===== config.mk =====
export PLATFORM = sky130hd
export DESIGN_NAME = rst_seq_gen
export DESIGN_NICKNAME = d
export VERILOG_FILES = /design/src/rtl/rst_seq_pkg.sv /design/src/rtl/lock_filter.sv /design/src/rtl/rst_seq_gen.sv
export SDC_FILE = /design/constraint.sdc
export NUM_CORES = 1
export LEC_CHECK = 0
export BUFFER_PORTS_ARGS = -buffer_cell sky130_fd_sc_hd__buf_2
export CAP_MARGIN = 15
export CORE_ASPECT_RATIO = 1.2
export CORE_MARGIN = 2
export CORE_UTILIZATION = 45
export DETAILED_ROUTE_END_ITERATION = 6
export PLACE_DENSITY = 0.72
export SKIP_CTS_REPAIR_TIMING = 1
export SYNTH_ARGS = -nofsm -noshare
export SYNTH_HDL_FRONTEND = slang
export SYNTH_SLANG_ARGS = --single-unit

===== constraint.sdc =====
create_clock -name clk -period 3.25 [get_ports clk]
set_input_delay 0.325 -clock clk [delete_from_list [all_inputs] [get_ports clk]]
set_output_delay 0.325 -clock clk [all_outputs]
set_load 0.005 [all_outputs]

===== src/rtl/rst_seq_pkg.sv =====
// Shared types for the reset sequencer: FSM state encoding and a constant
// helper used to size the shared phase counter.
package rst_seq_pkg;

  typedef enum logic [2:0] {
    ASSERT    = 3'd0,
    WAIT_LOCK = 3'd1,
    HOLD      = 3'd2,
    RELEASE   = 3'd3,
    RUN       = 3'd4
  } state_t;

  function automatic int max(input int a, input int b);
    return (a > b) ? a : b;
  endfunction

endpackage


===== src/rtl/lock_filter.sv =====
// Debounces the raw PLL lock: lock_ok is high once locked has been seen high
// for LOCK_FILTER_CYCLES consecutive cycles while clr is low.
module lock_filter #(
  parameter int LOCK_FILTER_CYCLES = 64
) (
  input  logic clk,
  input  logic rst,
  input  logic clr,
  input  logic locked,
  output logic lock_ok
);

  localparam int           W      = $clog2(LOCK_FILTER_CYCLES + 1);
  localparam logic [W-1:0] TARGET = W'(LOCK_FILTER_CYCLES);

  logic [W-1:0] cnt_q, cnt_d;

  // NOTE: cnt_d gets a default before any branch so no path leaves it unassigned (no latch).
  always_comb begin
    cnt_d = cnt_q;
    if (clr || !locked) begin
      cnt_d = '0;
    end else if (cnt_q != TARGET) begin
      cnt_d = cnt_q + W'(1);
    end
  end

  // NOTE: non-blocking assignment so every register samples pre-edge values.
  always_ff @(posedge clk) begin
    if (rst) begin
      cnt_q <= '0;
    end else begin
      cnt_q <= cnt_d;
    end
  end

  assign lock_ok = (cnt_q == TARGET);

endmodule


===== src/rtl/rst_seq_gen.sv =====
// Multi-channel reset sequencer: waits for a filtered PLL lock, holds all
// resets, then releases channels in staggered order; re-arms on lock loss.
module rst_seq_gen
  import rst_seq_pkg::*;
#(
  parameter int N_CH               = 3,
  parameter int MIN_ASSERT_CYCLES  = 16,
  parameter int LOCK_FILTER_CYCLES = 64,
  parameter int HOLD_CYCLES        = 2000000,
  parameter int STAGGER_CYCLES     = 1000
) (
  input  logic            clk,
  input  logic            rst,
  input  logic            locked,
  input  logic            soft_rst_req,
  output logic [N_CH-1:0] rst_out,
  output logic [N_CH-1:0] rstn_out,
  output logic            all_released,
  output state_t          state_o,
  output logic [7:0]      relock_cnt
);

  localparam int CNT_W = $clog2(max(max(MIN_ASSERT_CYCLES, LOCK_FILTER_CYCLES),
                                    max(HOLD_CYCLES, STAGGER_CYCLES)) + 1);
  localparam int REL_W = $clog2(N_CH + 1);

  localparam logic [CNT_W-1:0] MIN_LAST  = CNT_W'(MIN_ASSERT_CYCLES - 1);
  localparam logic [CNT_W-1:0] HOLD_LAST = CNT_W'(HOLD_CYCLES - 1);
  localparam logic [CNT_W-1:0] STG_LAST  = CNT_W'((STAGGER_CYCLES > 0) ? STAGGER_CYCLES - 1 : 0);

  // With one channel or no stagger every channel clears on the RELEASE entry edge,
  // so the sequencer goes straight to RUN on that edge.
  localparam bit               DIRECT_RUN = (N_CH == 1) || (STAGGER_CYCLES == 0);
  localparam logic [REL_W-1:0] REL_ALL    = REL_W'(N_CH);
  localparam logic [REL_W-1:0] REL_FIRST  = DIRECT_RUN ? REL_ALL : REL_W'(1);

  state_t            state_q, state_d;
  logic [CNT_W-1:0]  cnt_q, cnt_d;
  logic [REL_W-1:0]  rel_q, rel_d;
  logic [REL_W-1:0]  rel_inc;
  logic [7:0]        relock_q, relock_d;
  logic [N_CH-1:0]   rst_out_q, rst_out_d;
  logic [N_CH-1:0]   rstn_q;
  logic              all_rel_q;
  logic              lock_ok;
  logic              lock_lost;

  lock_filter #(
    .LOCK_FILTER_CYCLES(LOCK_FILTER_CYCLES)
  ) u_lock_filter (
    .clk     (clk),
    .rst     (rst),
    .clr     (state_q != WAIT_LOCK),
    .locked  (locked),
    .lock_ok (lock_ok)
  );

  assign rel_inc   = rel_q + REL_W'(1);
  assign lock_lost = !locked && (state_q == HOLD || state_q == RELEASE || state_q == RUN);

  always_comb begin
    state_d  = state_q;
    cnt_d    = cnt_q;
    rel_d    = rel_q;
    relock_d = relock_q;

    case (state_q)
      ASSERT: begin
        cnt_d = cnt_q + CNT_W'(1);
        if (cnt_q == MIN_LAST) begin
          state_d = WAIT_LOCK;
          cnt_d   = '0;
        end
      end
      WAIT_LOCK: begin
        if (lock_ok) begin
          state_d = HOLD;
          cnt_d   = '0;
        end
      end
      HOLD: begin
        cnt_d = cnt_q + CNT_W'(1);
        if (cnt_q == HOLD_LAST) begin
          state_d = DIRECT_RUN ? RUN : RELEASE;
          cnt_d   = '0;
          rel_d   = REL_FIRST;
        end
      end
      RELEASE: begin
        cnt_d = cnt_q + CNT_W'(1);
        if (cnt_q == STG_LAST) begin
          cnt_d = '0;
          rel_d = rel_inc;
          if (rel_inc == REL_ALL) begin
            state_d = RUN;
          end
        end
      end
      RUN: ;
      default: begin
        state_d = ASSERT;
        cnt_d   = '0;
        rel_d   = '0;
      end
    endcase

    // Lock loss and soft requests override normal sequencing and re-arm every channel.
    if (soft_rst_req || lock_lost) begin
      state_d = ASSERT;
      cnt_d   = '0;
      rel_d   = '0;
    end
    if (lock_lost && relock_q != 8'hFF) begin
      relock_d = relock_q + 8'd1;
    end

    rst_out_d = '1;
    for (int k = 0; k < N_CH; k++) begin
      rst_out_d[k] = (k >= int'(rel_d));
    end
  end

  always_ff @(posedge clk) begin
    if (rst) begin
      state_q   <= ASSERT;
      cnt_q     <= '0;
      rel_q     <= '0;
      relock_q  <= '0;
      rst_out_q <= '1;
      rstn_q    <= '0;
      all_rel_q <= 1'b0;
    end else begin
      state_q   <= state_d;
      cnt_q     <= cnt_d;
      rel_q     <= rel_d;
      relock_q  <= relock_d;
      rst_out_q <= rst_out_d;
      rstn_q    <= ~rst_out_d;
      all_rel_q <= (state_d == RUN);
    end
  end

  assign rst_out      = rst_out_q;
  assign rstn_out     = rstn_q;
  assign all_released = all_rel_q;
  assign state_o      = state_q;
  assign relock_cnt   = relock_q;

endmodule


==> out/metrics.yaml, run 1 <==
fillerInstances: 529
drc: 0
crit_path_end: "cnt_q[14]$_SDFFE_PP0P_"
power-per-cell-area_mw_per_mm2: 391.8
detail-route-antenna-nets: 0
final_cell_mix: "dfxtp_1 (48), nor2_1 (28), xnor2_1 (22)"
grt_pass1_wl_um: 8342
io_pins: 22
insertion_delay_ps: 310
synth_compound_area_share_pct: 10.01
cp_common_cell: "nor4_2"
cts_root_buffer: "clkbuf_8"
p_leak_uw: 0.0009145
switching_share_pct: 19.14
clk_pin_slew_ps: 90
placed_cell_area_sq_mm: 0.002708
use_met1_pct: 20.89
synth_nets: 287
avgSynthCellArea_sq_um: 9.217
r2r-start: "cnt_q[0]$_SDFFE_PP0P_"
core_area_sq_mm: 0.005593
dpl.hpwl_um: 3501
slowest_stage: "nor4_2"
holdWs_ps: 312.6
wl_per_cell_um: 13.07
crit_start: "cnt_q[0]$_SDFFE_PP0P_"
num_rows: 30
synth_top_area_share_pct: 37.50
arrival_ps: 2840
cts_buffers: 5
grt-ovfl-total: 0
io_buffer_count: 21
synth-simple-area-share_pct: 35.16
ys_ff_latch: 48
setup-violations-final: 0
diodes: 0
p_sw_uw: 212.7
hold_violations: 0
use_met2_pct: 27.27
synthArstFlopShare_pct: 0
top_usage_layer: "met2"
synth_xor_area_share_pct: 10.94
rrSetupSlack_ps: 600
postSynthCellCount: 278
rsz0062_at_grt: "no"
antenna_found_initial: 0
cts_max_level: 2
num_vias: 2025
start_kind: "register"
synth_mux_area_share_pct: 0.7813
p_comb_share_pct: 1.9
die_h_um: 86.67
synth_seq_area_share_pct: 37.50
slew_headroom_pct: 50.04
finalCritPeriodShare_pct: 81.63
clock.fmax_mhz: 376.9
grt_pass1_vias: 1824
routabilityCongestion: 0.8678
p_seq_share_pct: 53.1
ys_warn_count: 0
synth_flop_cell: "dfxtp_1"
vdd_ir_drop_max_mv: 0.1820
internal_power_uw: 898.7
end_kind: "register"
finalNetCount: 308
hold_path_class: "in2reg"
first_pass_iters: 4
fin_crit_ps: 2653
synth_adder_area_share_pct: 2.441
start_util_pct: 45.82
synth_top_family_by_area: "simple AND/OR/NAND/NOR gates"
clock_path_buffers: 2
finalSetupTns_ps: 0
die_w_um: 72.89
areaGrowthSynthToFinish_pct: 10.69
met3_usage_pct: 3.837
cts_tree: "yes"
cp_data_required_time_ps: 3440
final_common_cell: "dfxtp_1"
syn_area_sq_mm: 0.002562
grt_usage_pct: 16.61
design_area_sq_mm: 0.002836
worstPathMaxFanout: 20
crit_chain: "ha_1 > nand2_1 > nor4_2 > a31oi_1 > o41ai_4 > buf_4 > nor4_2"
tightest_slew_ps: 743.3
die-area_sq_mm: 0.006317
critPathMaxStageDelay_ps: 640
drive_gt1_share_pct: 24.08
skew_ps: 11.46
maxCapViolCount: 0
post_drt_via_cell_ratio: 5.579
reg2reg_to: "cnt_q[14]$_SDFFE_PP0P_"
finalWirelength_um: 4745
drt_iter0_drc: 131
run_status: "finished, final reports clean"
p_clk_share_pct: 45.0
synth.top_cells.by_area: "dfxtp_1 (38%), xnor2_1 (7.5%), nor2_2 (4.6%)"
yosysTopAreaCell: "dfxtp_1"
synth-edff-count: 0
synthDistinctLibCells: 62
cts_num_sinks: 48
grt_max_degree: 21
reg2reg_depth: 7
critPathKind: "reg2reg"
finalMaxSlewViolations: 0
cell families after synthesis:
| kind of cell | after synthesis |
|---|---|
| adder cells (fa/ha/maj) | 5 |
| flip-flops | 48 |
| XOR/XNOR | 32 |
| multiplexers | 2 |
| AND/OR/NAND/NOR | 148 |
| AO/OA/AOI/OAI | 28 |
| buffers and inverters | 15 |
cell usage after synthesis, drive strengths merged (6+ instances only):
cell type,number
a21oi,6
dfxtp,48
xnor2,22
xor2,10
nand2,19
nor4,11
nor4b,6
nand4,10
nand3,9
nor3,7
nor2,47
clkbuf,8
through the flow:
| step | instances | setup slack, ps | util (%) | power, uW |
|---|---|---|---|---|
| 6_report | 363 | 597.1 | 50.72 | 1111 |
| 5_1_grt | 363 | 421.2 | 50.72 | 1148 |
| 4_1_cts | 363 | 624.9 | 50.72 | 1125 |
| 3_5_place_dp | 356 | 636.0 | 48.41 | 625.7 |
| 3_3_place_gp | 356 | 681.6 | 48.41 | 625.4 |
| 2_1_floorplan | 278 | 1023 | - | 622.0 |
flip-flops by register name, indices dropped and copies added (netlist names):
name / cells
all_released: 1
u_lock_filter.cnt_q: 7
relock_cnt: 8
rst_out: 3
rel_q: 2
state_o: 3
cnt_q: 21
rstn_out: 3
final cells by class:
cell class | count | area [sq um] | share of cell area (%)
Multi-Input combinational cell | 215 | 1520 | 53.60
Tap cell | 64 | 80.08 | 2.823
Sequential cell | 48 | 960.9 | 33.88
Clock buffer | 5 | 68.82 | 2.426
Clock inverter | 2 | 60.06 | 2.117
Timing Repair Buffer | 24 | 127.6 | 4.499
Inverter | 5 | 18.77 | 0.6617
how the worst min path moves through the flow:
stage                                                      to                                start  slack, ps  cells after the start
after floorplan           u_lock_filter.cnt_q[6]$_SDFFE_PP0N_  u_lock_filter.cnt_q[6]$_SDFFE_PP0N_        480                      2
after global placement             relock_cnt[7]$_SDFFE_PP0P_           relock_cnt[7]$_SDFFE_PP0P_        480                      2
after detailed placement           relock_cnt[7]$_SDFFE_PP0P_           relock_cnt[7]$_SDFFE_PP0P_        490                      2
after CTS                          relock_cnt[7]$_SDFFE_PP0P_                                  rst        310                      2
after global routing               relock_cnt[7]$_SDFFE_PP0P_                                  rst        320                      2
final                              relock_cnt[7]$_SDFFE_PP0P_                                  rst        310                      2
per-layer routing:
layer / vias up / wire, um
li1: 1036 / -
met1: 947 / 2205
met2: 35 / 2293
met3: 7 / 162
met4: 0 / 83
met5: - / 0
power groups by stage:
stage / Combinational [uW] / Sequential, uW / Clock [uW]
2_1_floorplan: 18.5 / 603 / 0
3_3_place_gp: 21.7 / 604 / 0
3_5_place_dp: 22.0 / 604 / 0
4_1_cts: 22.0 / 590 / 514
5_1_grt: 24.0 / 590 / 534
6_report: 21.5 / 590 / 500
critical path, delay by kind of cell (launching register included):
| kind | cells | cell delay (ps) |
|---|---|---|
| DFF | 1 | 370 |
| and+or+nand+nor | 3 | 850 |
| AOI/OAI and AO/OA | 2 | 750 |
| buffers and inverters | 1 | 350 |
| adders and majority gates | 1 | 200 |
(Power assumes the default switching activity.)
==> run 2, diff against run 1 <==
--- a/config.mk
+++ b/config.mk
@@ -11,7 +11,7 @@
 export CORE_MARGIN = 2
 export CORE_UTILIZATION = 45
 export DETAILED_ROUTE_END_ITERATION = 6
-export PLACE_DENSITY = 0.72
+export PLACE_DENSITY = 0.74
 export SKIP_CTS_REPAIR_TIMING = 1
 export SYNTH_ARGS = -nofsm -noshare
 export SYNTH_HDL_FRONTEND = slang
==> constraint.sdc (replaced) <==
create_clock -name clk -period 2.3 [get_ports clk]
set_input_delay 0.23 -clock clk [delete_from_list [all_inputs] [get_ports clk]]
set_output_delay 0.23 -clock clk [all_outputs]
set_load 0.005 [all_outputs]
==> out/metrics.yaml, run 2 (same netlist as run 1, synthesis figures left out) <==
dpl.hpwl_um: 4069  # was 3501 um
num_rows: 30  # unchanged
fin_crit_ps: 2313  # was 2653 ps
slowest_stage: "or4_4"  # was nor4_2
arrival_ps: 2500  # was 2840 ps
power-per-cell-area_mw_per_mm2: 431.7  # was 391.8 mW/mm^2
fillerInstances: 489  # was 529
final_cell_mix: "dfxtp_1 (45), buf_4 (36), nor2_1 (28)"  # was dfxtp_1 (48), nor2_1 (28), xnor2_1 (22)
clock_path_buffers: 2  # unchanged
areaGrowthSynthToFinish_pct: 21.97  # was 10.69%
crit_chain: "or3_4 > or4_4 > o31a_1 > o41ai_4 > buf_4 > clkbuf_16 > nor2_2"  # was ha_1 > nand2_1 > nor4_2 > a31oi_1 > o41ai_4 > buf_4 > nor4_2
top_register: "cnt_q"  # unchanged
finalNetCount: 344  # was 308
skew_ps: 13.04  # was 11.46 ps
setup-violations-final: 14  # was 0
total_power_uw: 1349  # was 1111 uW
clk_pin_slew_ps: 80  # was 90 ps
finalWirelength_um: 5571  # was 4745 um
wl_per_cell_um: 13.96  # was 13.07 um
insertion_delay_ps: 300  # was 310 ps
end_kind: "register"  # unchanged
final_util_pct: 55.88  # was 50.72%
largest_register_ffs: 21  # unchanged
die_h_um: 86.67  # unchanged
grt_max_degree: 20  # was 21
cts_buffers: 5  # unchanged
critPathMaxStageDelay_ps: 440  # was 640 ps
grt-ovfl-total: 0  # unchanged
holdWs_ps: 230.5  # was 312.6 ps
die-area_sq_mm: 0.006317  # unchanged
tightest_slew_ps: 507.7  # was 743.3 ps
cp_data_required_time_ps: 2490  # was 3440 ps
start_util_pct: 45.82  # unchanged
post_drt_via_cell_ratio: 5.534  # was 5.579
detail-route-antenna-nets: 0  # unchanged
drt_iter0_drc: 114  # was 131
critPathKind: "reg2reg"  # unchanged
grt_usage_pct: 17.65  # was 16.61%
first_pass_iters: 4  # unchanged
p_leak_uw: 0.001109  # was 0.0009145 uW
finalCritPeriodShare_pct: 100.6  # was 81.63%
rsz0062_at_grt: "yes"  # was no
maxCapViolCount: 0  # unchanged
hold_path_class: "in2reg"  # unchanged
cts_num_sinks: 48  # unchanged
core_area_sq_mm: 0.005593  # unchanged
placed_cell_area_sq_mm: 0.002960  # was 0.002708 sq mm
violations: "negative setup slack"
drive_gt1_share_pct: 34.33  # was 24.08%
num_vias: 2208  # was 2025
antenna_found_initial: 0  # unchanged
clock.fmax_mhz: 432.4  # was 376.9 MHz
worstPathMaxFanout: 9  # was 20
use_met2_pct: 31.16  # was 27.27%
cts_root_buffer: "clkbuf_8"  # unchanged
io_buffer_count: 21  # unchanged
dpl_worst_slack_ps: -29.94  # was 636.0 ps
final_common_cell: "dfxtp_1"  # unchanged
die_w_um: 72.89  # unchanged
run_status: "complete, but fails checks"  # was finished, final reports clean
diodes: 0  # unchanged
start_kind: "register"  # unchanged
top_usage_layer: "met2"  # unchanged
routabilityCongestion: 0.8326  # was 0.8678
use_met1_pct: 20.88  # was 20.89%
worst_slack_ps: -12.81  # was 597.1 ps
crit_buf_inv: 2  # was 1
grt_pass1_vias: 2012  # was 1824
io_pins: 22  # unchanged
hold_violations: 0  # unchanged
met3_usage_pct: 3.256  # was 3.837%
vdd_ir_drop_max_mv: 0.2425  # was 0.1820 mV
drc: 0  # unchanged
cts_max_level: 2  # unchanged
cts_tree: "yes"  # unchanged
grt_pass1_wl_um: 8956  # was 8342 um
finalMaxSlewViolations: 0  # unchanged
slew_headroom_pct: 65.89  # was 50.04%
crit_family: "simple AND/OR/NAND/NOR gates"  # unchanged
design_area_sq_mm: 0.003126  # was 0.002836 sq mm
-- run 2: cell count changes in the layout (fill, tap and decap cells not counted), moves of 2 or more --
cell,previous run,this run
dfxtp_2,0,3
buf_4,3,36
dfxtp_1,48,45
bufinv_16,2,0
-- run 2: final cells by class --
type | instances | area (sq um) | share of cell area [%]
inverters | 5 | 18.77 | 0.6005
clock inverters | 1 | 5.005 | 0.1601
well taps | 64 | 80.08 | 2.562
repair buffers | 60 | 431.7 | 13.81
multi-input cells | 215 | 1553 | 49.68
clock buffers | 6 | 72.57 | 2.322
flip-flops and latches | 48 | 964.7 | 30.86
-- run 2: worst reg2reg max path: cells and delay by family, from the launching register on --
family | cells | cell delay, ps
simple gates | 3 | 870
compound gates | 2 | 660
flops | 1 | 340
buf+inv | 2 | 340
-- run 2: stage by stage --
step / setup TNS [ps] / instances
after floorplan: 0 / 278
after global placement: 0 / 388
after detailed placement: -442.6 / 388
after CTS: -513.9 / 395
after global routing: -998.5 / 399
final: -67.87 / 399
-- run 2: power breakdown --
part | internal (uW) | total [uW] | leakage, uW | switching (uW)
sequential | 832 | 833 | 0.000388 | 1.06
combinational | 20.9 | 45.2 | 0.000680 | 24.3
clock | 207 | 471 | 0.0000410 | 264
total | 1060 | 1350 | 0.00111 | 289
-- run 2: path summary, 6_finish.rpt --
check | from | end | slack [ps] | depth (start not counted)
max | cnt_q[12]$_SDFFE_PP0P_ | cnt_q[5]$_SDFFE_PP0P_ | -10 | 7
max reg2reg | cnt_q[12]$_SDFFE_PP0P_ | cnt_q[5]$_SDFFE_PP0P_ | -10 | 7
min | rst | relock_cnt[7]$_SDFFE_PP0P_ | 230 | 2
min reg2reg | relock_cnt[7]$_SDFFE_PP0P_ | relock_cnt[7]$_SDFFE_PP0P_ | 500 | 2
-- run 2: per-layer routing --
metal	up-vias	part of all wire (%)
met5	-	0
met2	39	50
li1	1108	-
met3	12	2.7
met1	1049	45
met4	0	2.3
==> run 3, diff against run 2 <==
--- a/config.mk
+++ b/config.mk
@@ -15,4 +15,5 @@
 export SKIP_CTS_REPAIR_TIMING = 1
 export SYNTH_ARGS = -nofsm -noshare
 export SYNTH_HDL_FRONTEND = slang
+export SYNTH_HIERARCHICAL = 1
 export SYNTH_SLANG_ARGS = --single-unit
==> out/metrics.yaml, run 3 <==
num_vias: 2161  # was 2208
worstPathMaxFanout: 7  # was 9
finalNetCount: 329  # was 344
wl_met3_um: 199  # was 153 um
final_util_pct: 53.21  # was 55.88%
die-area_sq_mm: 0.006144  # was 0.006317 sq mm
synth_commonest_cells: "dfxtp_1 (48), nor2_1 (31), nand2_1 (27)"  # was dfxtp_1 (48), nor2_1 (28), xnor2_1 (22)
finalMaxSlewViolations: 0  # unchanged
clock.fmax_mhz: 460.8  # was 432.4 MHz
cts_num_sinks: 48  # unchanged
insertion_delay_ps: 310  # was 300 ps
critPathMaxStageDelay_ps: 390  # was 440 ps
run_status: "finished, final reports clean"  # was complete, but fails checks
synth-edff-count: 0  # unchanged
hold_violations: 0  # unchanged
finalCritPeriodShare_pct: 94.35  # was 100.6%
antenna_found_initial: 0  # unchanged
synth_top_area_share_pct: 38.61  # was 37.50%
reg2reg_depth: 8  # was 7
synth.top_cells.by_area: "dfxtp_1 (39%), nor2_1 (4.7%), nand2_1 (4.1%)"  # was dfxtp_1 (38%), xnor2_1 (7.5%), nor2_2 (4.6%)
syn_area_sq_mm: 0.002489  # was 0.002562 sq mm
die_h_um: 85.47  # was 86.67 um
rrSetupSlack_ps: 130  # was -10 ps
num_rows: 29  # was 30
synthDistinctLibCells: 59  # was 62
yosysTopAreaCell: "dfxtp_1"  # unchanged
grt_pass1_wl_um: 9073  # was 8956 um
critPathKind: "reg2reg"  # unchanged
areaGrowthSynthToFinish_pct: 13.27  # was 21.97%
first_pass_iters: 4  # unchanged
dpl.hpwl_um: 4023  # was 4069 um
maxCapViolCount: 0  # unchanged
diodes: 0  # unchanged
synthArstFlopShare_pct: 0  # unchanged
rsz0062_at_grt: "no"  # was yes
vdd_ir_drop_max_mv: 0.2472  # was 0.2425 mV
synth_nets: 297  # was 287
crit_chain: "nor4b_2 > and2_1 > nor3b_1 > o21a_2 > nor3b_1 > and3_1 > xnor2_1 > nor2_1"  # was or3_4 > or4_4 > o31a_1 > o41ai_4 > buf_4 > clkbuf_16 > nor2_2
drc: 0  # unchanged
finalSetupTns_ps: 0  # was -67.87 ps
io_buffer_count: 21  # unchanged
routabilityCongestion: 0.8875  # was 0.8326
end_kind: "register"  # unchanged
arrival_ps: 2370  # was 2500 ps
clock_path_buffers: 2  # unchanged
die_w_um: 71.89  # was 72.89 um
postSynthCellCount: 288  # was 278
ys_ff_latch: 48  # unchanged
skew_ps: 9.319  # was 13.04 ps
dr_wl_met2_um: 2709  # was 2799 um
m1WireLength_um: 2382  # was 2488 um
cp_data_required_time_ps: 2500  # was 2490 ps
cts_max_level: 2  # unchanged
design_area_sq_mm: 0.002819  # was 0.003126 sq mm
highest_layer: "met4"  # unchanged
setup-violations-final: 0  # was 14
fin_crit_ps: 2170  # was 2313 ps
yosysMostFrequentCell: "dfxtp_1"  # unchanged
final_cell_mix: "dfxtp_1 (48), nor2_1 (31), nand2_1 (27)"  # was dfxtp_1 (45), buf_4 (36), nor2_1 (28)
largest_register_ffs: 21  # unchanged
slew_headroom_pct: 69.30  # was 65.89%
start_kind: "register"  # unchanged
grt_usage_pct: 18.39  # was 17.65%
top_register: "cnt_q"  # unchanged
cts_tree: "yes"  # unchanged
synth_seq_area_share_pct: 38.61  # was 37.50%
wl_per_cell_um: 14.05  # was 13.96 um
grt-ovfl-total: 0  # unchanged
grt_pass1_vias: 1935  # was 2012
p_leak_uw: 0.001024  # was 0.001109 uW
holdWs_ps: 155.7  # was 230.5 ps
power-per-cell-area_mw_per_mm2: 494.3  # was 431.7 mW/mm^2
clk_pin_slew_ps: 90  # was 80 ps
start_util_pct: 46.98  # was 45.82%
min_path_cells: 3  # was 2
drive_gt1_share_pct: 21.18  # was 34.33%
detail-route-antenna-nets: 0  # unchanged
total_power_uw: 1393  # was 1349 uW
cts_root_buffer: "clkbuf_8"  # unchanged
hold_path_class: "in2reg"  # unchanged
ys_warn_count: 6  # was 0
placed_cell_area_sq_mm: 0.002713  # was 0.002960 sq mm
post_drt_via_cell_ratio: 5.642  # was 5.534
final_common_cell: "dfxtp_1"  # unchanged
synth_flop_cell: "dfxtp_1"  # unchanged
cts_buffers: 5  # unchanged
grt_max_degree: 18  # was 20
drt_iter0_drc: 149  # was 114
avgSynthCellArea_sq_um: 8.641  # was 9.217 sq um
finalWirelength_um: 5381  # was 5571 um
io_pins: 22  # unchanged
cp_common_cell: "nor3b_1"
tightest_slew_ps: 459.5  # was 507.7 ps
slowest_stage: "nor3b_1"  # was or4_4
core_area_sq_mm: 0.005298  # was 0.005593 sq mm
-- run 3: cell count changes after synthesis, sizes merged, moves of 8 or more --
| cell | before | now |
|---|---|---|
| a21oi | 6 | 17 |
| nand2 | 19 | 27 |
| nor2 | 47 | 31 |
| o21ai | 2 | 11 |
| xnor2 | 22 | 8 |
-- run 3: metal layers --
| layer | up-vias | GRT usage [%] |
|---|---|---|
| li1 | 1098 | - |
| met1 | 1008 | 23.03 |
| met2 | 47 | 31.57 |
| met5 | - | 0 |
| met3 | 8 | 3.207 |
| met4 | 0 | 6.346 |
-- run 3: logic make-up (layout without fill, tap and decap cells) --
family / Yosys count / after routing / share of synthesized area, %
buffers and inverters: 21 / 54 / 4.374
AND/OR/NAND/NOR: 142 / 142 / 32.28
flip-flops: 48 / 48 / 38.61
multiplexers: 2 / 2 / 0.8045
XOR/XNOR: 18 / 18 / 6.335
adder cells (fa/ha/maj): 5 / 5 / 2.514
AO/OA/AOI/OAI: 52 / 52 / 15.08
-- run 3: path summary, 6_finish.rpt --
kind                                                           from                     end
worst max-delay path            u_lock_filter/cnt_q[2]$_SDFFE_PP0P_  cnt_q[11]$_SDFFE_PP0P_
worst min-delay path                                   soft_rst_req   rst_out[2]$_SDFF_PP1_
worst max register to register  u_lock_filter/cnt_q[2]$_SDFFE_PP0P_  cnt_q[11]$_SDFFE_PP0P_
worst min register to register                cnt_q[1]$_SDFFE_PP0P_   cnt_q[1]$_SDFFE_PP0P_
-- run 3: final cells by class --
class | count | area [sq um]
clock buffers | 6 | 82.58
clock inverters | 2 | 15.01
fillers | 503 | 2479
inverters | 10 | 37.54
multi-input cells | 219 | 1428
flip-flops and latches | 48 | 960.9
well taps | 62 | 77.57
repair buffers | 36 | 217.7
-- run 3: metrics by stage --
stage	std cells	worst slack, ps
3_3_place_gp	375	172.5
6_report	383	130.0
3_5_place_dp	375	140.9
4_1_cts	383	95.28
2_1_floorplan	288	230.7
5_1_grt	383	27.62
-- run 3: critical path, delay by kind of cell (launching register included) --
kind,cells,cell delay [ps]
AO/OA/AOI/OAI,1,270
AND/OR/NAND/NOR,6,1290
flip-flops,1,370
XOR/XNOR,1,120
-- run 3: power breakdown --
| part | leakage, uW | switching (uW) | internal (uW) |
|---|---|---|---|
| Sequential | 0.000387 | 1.99 | 832 |
| Combinational | 0.000594 | 17.5 | 9.31 |
| Clock | 0.0000434 | 289 | 244 |
| Total | 0.00102 | 309 | 1080 |
